`config.mk`:
```
export PLATFORM = sky130hd
export DESIGN_NAME = switch_box_config_loader
export DESIGN_NICKNAME = d
export VERILOG_FILES = /design/src/rtl/switch_box_config_loader.sv
export SDC_FILE = /design/constraint.sdc
export NUM_CORES = 1
export LEC_CHECK = 0
export BUFFER_PORTS_ARGS = -buffer_cell sky130_fd_sc_hd__buf_4
export CORE_MARGIN = 5
export CORE_UTILIZATION = 30
export DETAILED_ROUTE_END_ITERATION = 6
export SYNTH_ARGS = -nofsm -noshare
export SYNTH_HDL_FRONTEND = slang
export SYNTH_SLANG_ARGS = --single-unit
```
`constraint.sdc`:
```
create_clock -name clk -period 1.39 [get_ports clk]
set_clock_uncertainty 0.2 [all_clocks]
set_input_delay 0.3475 -clock clk [delete_from_list [all_inputs] [get_ports clk]]
set_output_delay 0.3475 -clock clk [all_outputs]
set_load 0.01 [all_outputs]
```
`src/rtl/switch_box_config_loader.sv`:
```
// Config loader for the CLB switch box: shifts CW-bit chunks into a shadow
// register and commits a complete frame to the select bus c in one cycle.
module switch_box_config_loader #(
  parameter int unsigned WS         = 8,
  parameter int unsigned WD         = 8,
  parameter int unsigned CONF_WIDTH = (WS + WD / 2) * 8,
  parameter int unsigned CW         = 8
) (
  input  logic                  clk,
  input  logic                  rst_n,
  input  logic                  cfg_start,
  input  logic                  cfg_abort,
  input  logic                  cfg_in_valid,
  input  logic [CW-1:0]         cfg_in_data,
  output logic                  cfg_in_ready,
  output logic                  cfg_busy,
  output logic                  cfg_done,
  output logic [CONF_WIDTH-1:0] c
);

  localparam int unsigned N     = CONF_WIDTH / CW;
  localparam int unsigned CNT_W = $clog2(N + 1);

  typedef enum logic [1:0] {
    IDLE   = 2'd0,
    LOAD   = 2'd1,
    COMMIT = 2'd2
  } state_t;

  state_t                  state_q, state_d;
  logic [CONF_WIDTH-1:0]   shadow_q, shadow_d;
  logic [CONF_WIDTH-1:0]   c_d;
  logic [CNT_W-1:0]        cnt_q, cnt_d;
  logic                    done_d;
  logic                    accept;

  // Abort masks ready so no chunk can slip in on the abort cycle.
  assign cfg_in_ready = (state_q == LOAD) && !cfg_abort;
  assign cfg_busy     = (state_q != IDLE);
  assign accept       = cfg_in_valid && cfg_in_ready;

  // State and datapath registers; reset returns routing to all-off.
  always_ff @(posedge clk) begin
    if (!rst_n) begin
      state_q  <= IDLE;
      shadow_q <= '0;
      cnt_q    <= '0;
      c        <= '0;
      cfg_done <= 1'b0;
    end else begin
      state_q  <= state_d;
      shadow_q <= shadow_d;
      cnt_q    <= cnt_d;
      c        <= c_d;
      cfg_done <= done_d;
    end
  end

  // Next-state and next-register logic.
  always_comb begin
    state_d  = state_q;
    shadow_d = shadow_q;
    cnt_d    = cnt_q;
    c_d      = c;
    done_d   = 1'b0;
    unique case (state_q)
      IDLE: begin
        if (cfg_start && !cfg_abort) begin
          state_d = LOAD;
          cnt_d   = '0;
        end
      end
      LOAD: begin
        if (cfg_abort) begin
          state_d = IDLE;
        end else if (accept) begin
          shadow_d = {cfg_in_data, shadow_q[CONF_WIDTH-1:CW]};
          cnt_d    = cnt_q + CNT_W'(1);
          if (cnt_q == CNT_W'(N - 1)) begin
            state_d = COMMIT;
          end
        end
      end
      COMMIT: begin
        c_d     = shadow_q;
        done_d  = 1'b1;
        state_d = IDLE;
      end
      default: begin
        state_d = IDLE;
      end
    endcase
  end

endmodule
```
# --- After elaboration in Yosys (flattened, before gate mapping) ---
# Index checks and enable logic that the tools add are counted.
op_classes:
  addsub: 1
  eq_ne: 8
  n_mux: 10
  bitwise: 1
  reduce_logical: 10
ops:
  columns: ["operator", "n"]
  rows:
  - ["4-bit 2-to-1 mux", 3]
  - ["2-bit 2-to-1 mux", 4]
  - ["4-bit one-hot mux with 2 select lines", 1]
  - ["2-bit inequality test (second input constant)", 3]
  - ["3-bit AND reduction", 2]
  - ["4-bit by 1-bit adder with 4-bit output (second input constant)", 1]
  - ["4-bit == test (second input constant)", 1]
  - ["2-bit one-hot mux with 2 select lines", 1]
  - ["4-bit AND reduction", 1]
  - ["2-bit nonzero test", 2]
  - ["1-bit logical AND", 3]
  - ["3-bit by 2-bit inequality test with 1-bit output (second input constant)", 1]
  - ["3-bit inequality test (second input constant)", 1]
  - ["2-bit by 1-bit == test with 1-bit output (second input constant)", 1]
  - ["2-bit == test (second input constant)", 1]
  - ["2-bit zero test", 1]
  - ["1-bit zero test", 1]
  - ["1-bit 2-to-1 mux", 1]
  - ["1-bit inverter", 1]
word_totals:
  reg_bits: 199
  out_inout_bits: 99
  wordCells: 35

# --- Logic depth before layout (Yosys ltp) ---
depth:
  word_depth: 6
  depth_mapped: 7
  mapped_depth_nobuf: 4

# --- Worst setup path before layout ---
# No wires, ideal clock.
synth_path:
  kind: "register to register"
  startpoint: "register state_q[0]"
  endpoint: "register shadow_q[55]"
  t_arrival_ns: 1.125
  slack_ns: -0.067
  path_stages_with_launch: 8
  period_less_slack_ns: 1.457
  path_cell_list: "dfxtp_1 -> buf_4 -> and4bb_1 -> buf_4 -> buf_6 -> buf_6 -> nand2_1 -> a21oi_1"
synth_via:
  elab_chain_len: 4
synth_rtl:
  columns: ["element", "line", "source"]
  rows:
  - ["start, declared", "30", "state_t state_q, state_d;"]
  - ["start signal, assigned", "51", "state_q <= state_d;"]
  - ["2-bit by 1-bit == test with 1-bit output *", "38, 66", null]
  - ["1-bit logical AND", "38", "assign cfg_in_ready = (state_q == LOAD) && !cfg_abort;"]
  - ["1-bit logical AND", "40", "assign accept = cfg_in_valid && cfg_in_ready;"]
  - ["3-bit AND reduction (no line) *", null, null]
  - ["end signal, assigned", "52", "shadow_q <= shadow_d;"]
  - ["end, declared", "31", "logic [CONF_WIDTH-1:0] shadow_q, shadow_d;"]
# Every way passes the cells marked *; elsewhere a longest branch is shown, timed or not.
# A chain may end at the register's enable or synchronous reset.

# --- Final worst setup path ---
layout_path:
  startpoint: "register state_q[0]"
  endpoint: "output port cfg_in_ready"
layout_via:
  elab_chain_len: 2
layout_rtl:
  columns: ["element", "line", "source"]
  rows:
  - ["2-bit by 1-bit == test with 1-bit output", "38", null]
  - ["1-bit logical AND", "38", null]
  - ["end, declared", "15", "output logic cfg_in_ready,"]
# Every way passes these cells.

==> results.toml <==
[timing]
timing.setup.tns_ns = -61.83
hold_viol = 0
fin_hold_ws_ns = 0.0240
fmax_mhz = 569
drv_slew = 0
fin_ws_ns = -0.367
worst_slew_pin_slew_ns = 0.365
relSlewSlack_pct = 75.7
fin_crit_sh_pct = 126
rsz0062_at_grt = "true"
final-setup-viol-count = 295
period_needed_ns = 1.76

[critical_path]
cpMostUsedCell = "nor2b_4"
cpPeakStageDelay_ns = 0.37
endpoint_kind = "primary output"
path_class = "reg2out"
critical_path_arrival_ns = 1.21
critPathSlowestCell = "dfxtp_4"
path_cells = "nor2b_4 -> nor2b_4 -> buf_6"
worst-endpoint-required_ns = 0.84
critPathMaxFanout = 4
crit_path_start_kind = "register"
reg2reg_depth = 6
r2r-end = "shadow_q[9]"
worstPathBufferInverterCount = 1
r2r_slack_ns = -0.35
crit_cells = 3
reg2reg_from = "state_q[1]"
critical-path-top-delay-family = "flip-flops"

[clock_tree]
cts_tree = "done"
clock_sinks = 199
cts_buffer_depth = 2
clk_latency_ns = 0.45
htreeDepth = 4
cts-root-buf = "clkbuf_16"
cts_buffers = 17
path_clk_slew_ns = 0.07

[die]
start_util_pct = 30.6
rows = 55
fp.dieW_um = 162
core_um2 = 22800
ios = 112
chipHeight_um = 162
die_area_um2 = 26400

[final_layout]
drive_above_1_share_pct = 64.0
fill_cells = 1922
layoutNonFillerInstCount = 1372
syn_to_final_growth_pct = 80.9
antenna_cells = 0
fin_nets = 1060

[yosys]
yosysSeqAreaShare_pct = 57.1
syn_nets = 889
synth_edf_count = 0
synth_ff_type = "dfxtp_1"
synthArstFlopShare_pct = 0
yosys_warnings = 0
avgSynthCellArea_um2 = 7.97
synth_cells = 875
syn_area_um2 = 6970
ys_types = 27
ys_ff_latch = 199

[grt]
met1_usage_pct = 21.5
met3_usage_pct = 4.18
grt_pass1_wl_um = 33900
use_met2_pct = 26.5
gr-total-overflow = 0
first_global_vias = 6083
grt_use_total_pct = 16.3
grt_max_degree = 54
antenna_found_initial = 0
grt_busiest_layer = "met2"

[detailed_routing]
firstDrtPassIters = 4
drt_iter0_drc = 311
vias_per_cell = 4.88
vias = 6695
routed_wl_um = 25200
drc = 0
wire_per_inst_um = 18.4
drtAntennaViolNets = 0

[worst_hold_path]
hold_path_depth = 2
min_to = "state_q[1]"
worstHoldPathType = "in2reg"
hp-start = "rst_n"

[power]
p_leak_nw = 6.35
total_power_mw = 11.3
vdd_drop_max_mv = 0.654
power_density_nw_per_um2 = 895

[placed_design]
gp_congestion = 0.761
portBuffers = 111
placed_cells = 1255
pre_cts_ws_ns = -0.228
dp_hpwl_um = 11600

[flow_run]
max_cap_viol_count = 0

[outcome]
violations = "setup timing"
status = "complete, but fails checks"
[cell usage after synthesis, types with 2 or more instances]
master	instances	area share (%)
a2111oi_0	2	0.25
a21oi_1	195	14
and3_1	2	0.18
buf_2	30	2.2
buf_4	5	0.54
buf_6	8	1.3
clkbuf_1	24	1.3
dfxtp_1	199	57
nand2_1	386	21
nand2b_1	2	0.18
nor2_1	3	0.16
nor2b_1	3	0.27
o31ai_1	2	0.22
[registers in the layout, summed over array words and instances (netlist names)]
name	flops
cnt_q	4
c	96
cfg_done	1
shadow_q	96
state_q	2
[cells by family after synthesis]
family          count (synthesis)  synth area share [%]
buf+inv                        69                  5.38
mux                             1                 0.144
fa+ha+maj                       1                 0.179
simple gates                  404                  22.5
compound gates                201                  14.7
flops                         199                  57.1
[per-layer routing]
layer / part of all wire, % / vias to the layer above / routed length (µm)
met3: 4.5 / 28 / 1150
li1: - / 3187 / -
met1: 45 / 3354 / 11400
met5: 0 / - / 0
met4: 1.4 / 0 / 351
met2: 49 / 126 / 12300
[worst register-to-register path: stages (launching register included)]
cell and delay [ns]:
dfxtp_4 0.37, buf_6 0.12, and4bb_4 0.43, buf_12 0.20
clkbuf_16 0.19, nand2_4 0.05, a21oi_2 0.13
[what timing repair did]
| action | 4_1_cts | 5_1_grt |
|---|---|---|
| hold endpoints to repair | 9 | 0 |
| gates cloned | 23 | 16 |
| hold buffers | 9 | 0 |
| pin swaps | 7 | 268 |
| gates resized for setup | 136 | 592 |
| buffers inserted | 32 | 19 |
| endpoints found under the setup margin | 295 | 295 |
[through the flow]
step	utilization, %	instance area [µm²]
4_1_cts	45.1	10300
3_3_place_gp	36.0	8210
6_report	55.4	12600
5_1_grt	55.4	12600
2_1_floorplan	-	7020
3_5_place_dp	36.0	8210
[cells in the final DEF (no fill, tap or decap), types with 2 or more instances in the layout]
cell type	netlist	routed
buf_4	5	76
a2111oi_4	0	2
buf_8	0	7
buf_12	0	28
nand2_2	0	44
dfxtp_4	0	3
nand2_4	0	156
nor2b_4	0	3
dfxtp_1	199	144
dlygate4sd3_1	0	9
nand2b_4	0	2
dfxtp_2	0	52
buf_6	8	69
nor2_1	3	3
a21oi_1	195	29
clkbuf_16	0	31
and3_1	2	2
buf_16	0	16
nand2_1	386	186
inv_8	0	3
a21oi_2	0	166
clkinv_4	0	2
inv_6	0	7
[how the worst max path moves through the flow]
stage                from      endpoint  slack, ns
6_report       state_q[0]  cfg_in_ready      -0.37
5_1_grt        state_q[0]  cfg_in_ready      -0.42
4_1_cts        state_q[0]  cfg_in_ready      -0.36
3_5_place_dp    cfg_abort  shadow_q[27]      -0.23
3_3_place_gp    cfg_abort  shadow_q[18]      -0.21
2_1_floorplan  state_q[1]  shadow_q[55]      -0.05
[final cells by class]
type                    instances  area, µm²  share of cell area (%)
multi-input cells             607       4660                    37.0
flip-flops and latches        199       4060                    32.2
repair buffers                219       2890                    22.9
clock buffers                  18        439                    3.48
well taps                     313        392                    3.10
clock inverters                14        155                    1.23
inverters                       2       12.5                  0.0992
[report_power, final]
group          switching, mW  internal (mW)
sequential           0.00869           5.69
combinational          0.295          0.212
clock                   2.47           2.61
total                   2.77           8.52
No activity file was read; power rests on OpenSTA's default activity.
